**src/rtl/led_fx_driver.sv**
```systemverilog
// led_fx_driver: post-processes the PIO LED word with global PWM brightness
// and a per-LED blink mask, configured through a small Avalon-MM slave
// (zero-wait write, combinational read).
//
// Optional build macro: LED_FX_FADE_EN (masked LEDs breathe instead of blink).
//
// Ports:
//   clk, reset_n         system clock, asynchronous active-low reset
//   led_in               requested LED state from the PIO out_port
//   address, chipselect,
//   write_n, writedata   Avalon-MM slave write side
//   readdata             Avalon-MM read data (combinational, 0 when not selected)
//   led_out              registered LED pin drive
//   blink_phase          current blink phase (1 = visible)
module led_fx_driver #(
    parameter int unsigned NUM_LEDS = 9,
    parameter int unsigned CLK_DIV  = 50000
) (
    input  logic                clk,
    input  logic                reset_n,
    input  logic [NUM_LEDS-1:0] led_in,
    input  logic [1:0]          address,
    input  logic                chipselect,
    input  logic                write_n,
    input  logic [31:0]         writedata,
    output logic [31:0]         readdata,
    output logic [NUM_LEDS-1:0] led_out,
    output logic                blink_phase
);

    localparam int unsigned PW = (CLK_DIV > 1) ? $clog2(CLK_DIV) : 1;

    logic [7:0]          duty;
    logic [NUM_LEDS-1:0] blink_mask;
    logic [15:0]         blink_half;
    logic [PW-1:0]       presc;
    logic [7:0]          pwm_cnt;
    logic [15:0]         blink_cnt;
    logic                fade_active_c;
    logic                tick_c;
    logic                wr_c;
    logic                half_wr_c;
    logic [NUM_LEDS-1:0] led_next_c;
    logic                unused_wd_c;

    assign wr_c        = chipselect & ~write_n;
    assign half_wr_c   = wr_c && (address == 2'd2);
    assign tick_c      = (presc == PW'(CLK_DIV - 1));
    assign unused_wd_c = ^writedata;

    function automatic logic pwm_on(input logic [7:0] d, input logic [7:0] cnt);
        return (d == 8'hFF) || (cnt < d);
    endfunction

    // Configuration registers
    always_ff @(posedge clk or negedge reset_n) begin
        if (!reset_n) begin
            duty       <= 8'hFF;
            blink_mask <= '0;
            blink_half <= 16'd500;
        end else if (wr_c) begin
            case (address)
                2'd0:    duty       <= writedata[7:0];
                2'd1:    blink_mask <= writedata[NUM_LEDS-1:0];
                2'd2:    blink_half <= writedata[15:0];
                default: ;
            endcase
        end
    end

    // Tick prescaler and free-running PWM counter
    always_ff @(posedge clk or negedge reset_n) begin
        if (!reset_n) begin
            presc   <= '0;
            pwm_cnt <= '0;
        end else begin
            presc   <= tick_c ? '0 : presc + PW'(1);
            pwm_cnt <= pwm_cnt + 8'd1;
        end
    end

    // Blink counter; a BLINK_HALF write restarts the phase and beats a tick
    always_ff @(posedge clk or negedge reset_n) begin
        if (!reset_n) begin
            blink_cnt   <= '0;
            blink_phase <= 1'b1;
        end else if (half_wr_c || (blink_half == 16'd0)) begin
            blink_cnt   <= '0;
            blink_phase <= 1'b1;
        end else if (tick_c) begin
            if (blink_cnt == blink_half - 16'd1) begin
                blink_cnt   <= '0;
                blink_phase <= ~blink_phase;
            end else begin
                blink_cnt <= blink_cnt + 16'd1;
            end
        end
    end

`ifdef LED_FX_FADE_EN
    logic [7:0] fade_duty;
    logic       fade_up;

    assign fade_active_c = (blink_mask != '0);

    // Triangle ramp 0..DUTY..0, one step per tick; lowering DUTY clamps it
    always_ff @(posedge clk or negedge reset_n) begin
        if (!reset_n) begin
            fade_duty <= '0;
            fade_up   <= 1'b1;
        end else if (wr_c && (address == 2'd0) && (writedata[7:0] < fade_duty)) begin
            fade_duty <= writedata[7:0];
            fade_up   <= 1'b0;
        end else if (duty == 8'd0) begin
            fade_duty <= '0;
            fade_up   <= 1'b1;
        end else if (tick_c) begin
            if (fade_up) begin
                if (fade_duty >= duty) begin
                    fade_duty <= fade_duty - 8'd1;
                    fade_up   <= 1'b0;
                end else begin
                    fade_duty <= fade_duty + 8'd1;
                end
            end else if (fade_duty == 8'd0) begin
                fade_duty <= 8'd1;
                fade_up   <= 1'b1;
            end else begin
                fade_duty <= fade_duty - 8'd1;
            end
        end
    end

    // Masked LEDs follow the fade ramp and ignore the blink phase
    always_comb begin
        led_next_c = '0;
        for (int i = 0; i < NUM_LEDS; i++) begin
            if (blink_mask[i]) begin
                led_next_c[i] = led_in[i] & pwm_on(fade_duty, pwm_cnt);
            end else begin
                led_next_c[i] = led_in[i] & pwm_on(duty, pwm_cnt);
            end
        end
    end
`else
    assign fade_active_c = 1'b0;

    always_comb begin
        led_next_c = '0;
        for (int i = 0; i < NUM_LEDS; i++) begin
            led_next_c[i] = led_in[i] & pwm_on(duty, pwm_cnt) &
                            (~blink_mask[i] | blink_phase);
        end
    end
`endif

    // Registered LED drive
    always_ff @(posedge clk or negedge reset_n) begin
        if (!reset_n) begin
            led_out <= '0;
        end else begin
            led_out <= led_next_c;
        end
    end

    // Combinational read mux
    always_comb begin
        readdata = '0;
        if (chipselect) begin
            case (address)
                2'd0:    readdata = 32'(duty);
                2'd1:    readdata = 32'(blink_mask);
                2'd2:    readdata = 32'(blink_half);
                default: readdata = {30'b0, blink_phase, fade_active_c};
            endcase
        end
    end

endmodule

```
**config.mk**
```make
export PLATFORM = sky130hd
export DESIGN_NAME = led_fx_driver
export DESIGN_NICKNAME = d
export VERILOG_FILES = /design/src/rtl/led_fx_driver.sv
export SDC_FILE = /design/constraint.sdc
export NUM_CORES = 1
export LEC_CHECK = 0
export CAP_MARGIN = 20
export CORE_MARGIN = 2
export CORE_UTILIZATION = 30
export CTS_BUF_LIST = sky130_fd_sc_hd__clkbuf_2 sky130_fd_sc_hd__clkbuf_4 sky130_fd_sc_hd__clkbuf_8
export DETAILED_ROUTE_END_ITERATION = 10
export GPL_TIMING_DRIVEN = 0
export PLACE_DENSITY_LB_ADDON = 0.05
export SYNTH_ARGS = -nofsm -noshare
export SYNTH_HDL_FRONTEND = slang
export SYNTH_SLANG_ARGS = --single-unit
```
**constraint.sdc**
```tcl
create_clock -name clk -period 4.7 [get_ports clk]
set_clock_uncertainty 0.05 [all_clocks]
set_input_delay 0.705 -clock clk [delete_from_list [all_inputs] [get_ports clk]]
set_output_delay 0.705 -clock clk [all_outputs]
set_load 0.02 [all_outputs]
```
* Word level (Yosys, flattened, before mapping)
Cells that the tools add are included.
** Storage, ports and cells
- Bits in read-only memories :: 0
- Memories kept :: 0
- Register bits :: 83
- Bits in writable memories :: 0
- Latch bits :: 0
** Operators by class
- Reductions and logical operators :: 11
- Shift-type cells :: 0
- Muxes and demuxes :: 9
- Div/mod/pow operators :: 0
- Multiply operators :: 0
- $add $sub $neg :: 4
- Equality and inequality tests :: 5
- Magnitude comparators :: 1
- Bitwise operators :: 39
** Operator list (count)
- 2-to-1 mux 16 bit :: 5
- case mux 16 bit (3 select lines) :: 1
- adder 16 x 1 -> 16 bit, second input constant :: 2
- bitwise AND 1 bit :: 19
- equality test 16 bit :: 1
- equality test 16 bit, second input constant :: 1
- logical NOT 16 bit :: 1
- subtractor 16 x 1 -> 16 bit, second input constant :: 1
- NOT 1 bit :: 11
- bitwise OR 1 bit :: 9
- adder 8 x 1 -> 8 bit, second input constant :: 1
- equality test 8 bit, second input constant :: 1
- less-than comparator 8 bit :: 1
- AND reduction 2 bit :: 4
- nonzero test 2 bit :: 2
- 2-to-1 mux 1 bit :: 3
- equality test 2 x 1 -> 1 bit, second input constant :: 1
- equality test 2 bit, second input constant :: 1
- logical NOT 2 bit :: 1
- logical OR 1 bit :: 2
- logical AND 1 bit :: 1

* Logic depth before layout (Yosys ltp)
- Depth after elaboration :: 6
- Depth in mapped cells :: 10
- Gate-level depth less buffers :: 9

* Least setup slack after synthesis
Ideal clock, no wire load.
- Path kind :: input port to output port
- From :: input address[1]
- To :: output readdata[8]
- Data arrival time :: 1.741 ns
- Path slack :: 2.204 ns
- Required time :: 3.945 ns
- Path buffers :: 2
- Stages :: 5
- Path through :: clkbuf_1 -> nor2b_1 -> clkbuf_1 -> a22oi_1 -> nor2b_1
** Between the ends
- Word-level cells in the longest chain between the ends :: 3
- Elaborated cells on any way between the ends :: 5
- Classes of those cells :: 2 x eq/ne; 2 x mux; 1 x reduce/logical
** Ends and longest elaborated chain
- start: declaration :: RTL line 22 : input logic [1:0] address,
- equality test 2 bit (tied with other cells) :: RTL line 170 : case (address)
- case mux 16 bit (3 select lines) * :: RTL line 170
- 2-to-1 mux 16 bit * :: RTL line 169 : if (chipselect) begin
- end: declaration :: RTL line 26 : output logic [31:0] readdata,
Mark *: on every way between the ends. The rest lies on a longest branch, timed or not.

* Worst setup path after layout
- From :: input address[0]
- To :: output readdata[0]
The elaborated chain is that of the path after synthesis.

==> run summary <==
total power -> 1.855 mW
peak supply drop -> 0.1074 mV
max cap viols -> 0
top_reg_cell synth -> dfrtp_1
FF+latch count, synth -> 83
DIE AREA -> 0.01692 sq mm
Post-Syn Area per Cell -> 9.791 sq um
Sink Count -> 83
Clock Pin Slew Worst Setup and Hold Paths -> 0.08 ns
count leader, synth -> dfrtp_1
Worst Max-Slew Pin Slew -> 0.7193 ns
Sw Ratio -> 30.94%
hold buffers post-CTS -> 0
Final Util -> 37.45%
crit path cell chain -> clkdlybuf4s50_1 > clkbuf_1 > nor2b_1 > clkbuf_1 > nand2_1 > o21ai_0 > and2_1 > clkdlybuf4s50_1
input/output buffers -> 56
slew margin rel. -> 51.95%
final setup vio count -> 0
DP HPWL -> 9142 um
Crit Path Max Fanout -> 10
CP arrival -> 3.03 ns
initial core utilization -> 30.35%
post-layout min period -> 3.782 ns
# nets final -> 631
worst hold path type -> primary input to async pin
crit end category -> primary output
Routed Antenna Nets -> 0
status -> finished, final reports clean
Final Wtd Congestion -> 0.7380
largest net degree at the start of global routing -> 55
CP Buf/Inv Count -> 4
Pleak -> 2.558 nW
CTS Root Cell -> clkbuf_8
design area -> 0.005884 sq mm
Seq pwr share -> 47.9%
P_int -> 1.281 mW
Hold Fails Final Rpt -> 0
via count -> 3701
Placed Instances -> 777
synth top area cells -> dfrtp_1, dfstp_2, mux2_2, xor2_1, xnor2_1
First-pass DRT Iterations -> 4
fin. max-slew vios -> 0
Post-synth EDFFs -> 0
setup repair after global routing missed its margin -> false
clock latency on the worst-skew pair -> 0.37 ns
Total GRT Usage -> 15.33%
delay-heaviest family, CP -> buffers and inverters
Yosys cell types -> 54
P per Cell Area -> 315.2 mW/mm^2
Post-CTS Setup Inserts -> 0
Synth async-reset ratio -> 100.0%
slowest stage cell, crit path -> clkdlybuf4s50_1
crit path kind -> primary input to primary output
Max Clk Rate -> 0.2644 GHz
# rows -> 46
area post-placement -> 0.005690 sq mm
Mapped Area -> 0.004768 sq mm
WL per Instance -> 15.20 um
die width -> 130.1 um
Num CTS Buffers -> 9
Combinational Power Share -> 24.1%
I/O Pins -> 89
Synthesis Warnings -> 0
area grow syn2layout -> 23.41%
global-route wire length before repair -> 19820 um
Vert. Die Dim -> 130.1 um
Routed WL -> 12060 um
layout cells sized above 1 -> 15.08%
area leader, netlist -> dfrtp_1
Vias/cell -> 4.667
Worst setup SP type -> primary input
sw power -> 0.5739 mW
Post-Synthesis Cells -> 487
Final Non-Filler Cells -> 793
vias in the first global route -> 3765
Residual DRC -> 0
gr ovfl total -> 0
area share of the largest cell type after synthesis -> 35.69%
sequential share of the synthesized area -> 43.95%
Clk pwr share -> 28.1%
H-tree Lvls -> 3
CTS resizes -> 0
starting DRC count in detailed routing -> 179
Max clock buf depth -> 2
antenna violations before repair -> 0
final worst path period share -> 80.46%
Worst EP required -> 3.94 ns
CTS tree -> done
number of antenna repair diodes -> 0
Crit path largest cell delay -> 0.61 ns
core area -> 0.01571 sq mm
Synth top cells by count -> dfrtp_1, nand2_1, nand3_1
==> worst register-to-register path, cell delays in order (launching register included) <==
cell	delay, ns
dfrtp_1	0.36
clkbuf_1	0.19
inv_1	0.12
ha_1	0.31
nor2b_1	0.35
nand4b_1	0.16
xnor2_1	0.18
nor4_1	0.36
nand4_4	0.29
o21ai_4	0.35
nor2_1	0.09
==> metal layers <==
metal  GRT usage [%]  vias to the layer above  part of all wire [%]
met4           6.452                        0                   1.8
met5               0                        -                     0
met2           24.36                       53                    46
met1           20.95                     1800                    49
met3           2.255                       15                   3.0
li1                -                     1833                     -
==> registers in the layout (all words and copies together) (netlist names) <==
name	cells
blink_cnt	16
blink_half	16
presc	16
blink_mask	9
led_out	9
duty	8
pwm_cnt	8
blink_phase	1
==> cell usage in the layout (no fill, tap or decap), drive strengths merged, types with 3 or more instances in the layout <==
cell type | netlist | routed
a211oi | 3 | 3
a21o | 3 | 3
a21oi | 17 | 17
and2 | 13 | 13
and3 | 18 | 18
and4 | 3 | 3
buf | 20 | 25
clkbuf | 19 | 31
clkdlybuf4s50 | 0 | 55
conb | 1 | 16
dfrtp | 68 | 68
dfstp | 15 | 15
ha | 11 | 11
inv | 12 | 12
mux2 | 22 | 22
mux2i | 9 | 9
nand2 | 43 | 43
nand2b | 11 | 11
nand3 | 30 | 30
nand3b | 3 | 3
nand4 | 11 | 11
nor2 | 27 | 27
nor2b | 5 | 5
nor3 | 6 | 6
nor4 | 8 | 8
o21ai | 31 | 31
xnor2 | 24 | 24
xor2 | 27 | 27
==> path summary, 6_finish.rpt <==
| path | endpoint | depth (start not counted) | start | slack (ns) |
|---|---|---|---|---|
| max in group asynchronous | blink_half[2] | 2 | reset_n | 3.72 |
| max reg2reg | blink_cnt[8] | 10 | blink_half[0] | 1.75 |
| min reg2reg | presc[0] | 1 | presc[0] | 0.41 |
| max | readdata[0] | 8 | address[0] | 0.92 |
| min in group clk | presc[0] | 1 | presc[0] | 0.41 |
| min | pwm_cnt[5] | 1 | reset_n | 0.21 |
==> power groups by stage <==
stage / registers [mW] / logic (mW) / clock network (mW)
2_1_floorplan: 0.892 / 0.281 / 0
3_3_place_gp: 0.901 / 0.443 / 0
3_5_place_dp: 0.903 / 0.450 / 0
4_1_cts: 0.890 / 0.453 / 0.546
5_1_grt: 0.901 / 0.497 / 0.570
6_report: 0.888 / 0.447 / 0.521
==> layout make-up <==
class | count | area [sq um]
Inverter | 12 | 45.04
Tap cell | 216 | 270.3
Sequential cell | 83 | 2096
Clock inverter | 3 | 42.54
Fill cell | 1603 | 9828
Clock buffer | 12 | 146.4
Multi-Input combinational cell | 368 | 2474
Buffer | 39 | 210.2
Timing Repair Buffer | 60 | 600.6
==> per-stage QoR <==
step                setup WS [ns]  TNS (ns)  hold slack (ns)
CTS                        0.9034         0           0.2064
global route               0.7407         0           0.2252
floorplan                   2.204         0           0.3594
detailed placement         0.9137         0           0.3969
global placement          -0.3515    -23.28           0.3886
finish                     0.9184         0           0.2057
==> logic make-up (layout without fill, tap and decap cells) <==
kind of cell             after synthesis  in the layout  synth area share, %
other                                  1             16              0.07864
AND/OR/NAND/NOR                      190            190                21.96
XOR/XNOR                              51             51                9.368
flip-flops                            83             83                43.95
AO/OA/AOI/OAI                         68             68                8.843
multiplexers                          32             32                7.557
adder cells (fa/ha/maj)               11             11                2.886
buffers and inverters                 51            126                5.353
No activity file was read; power rests on OpenSTA's default activity.
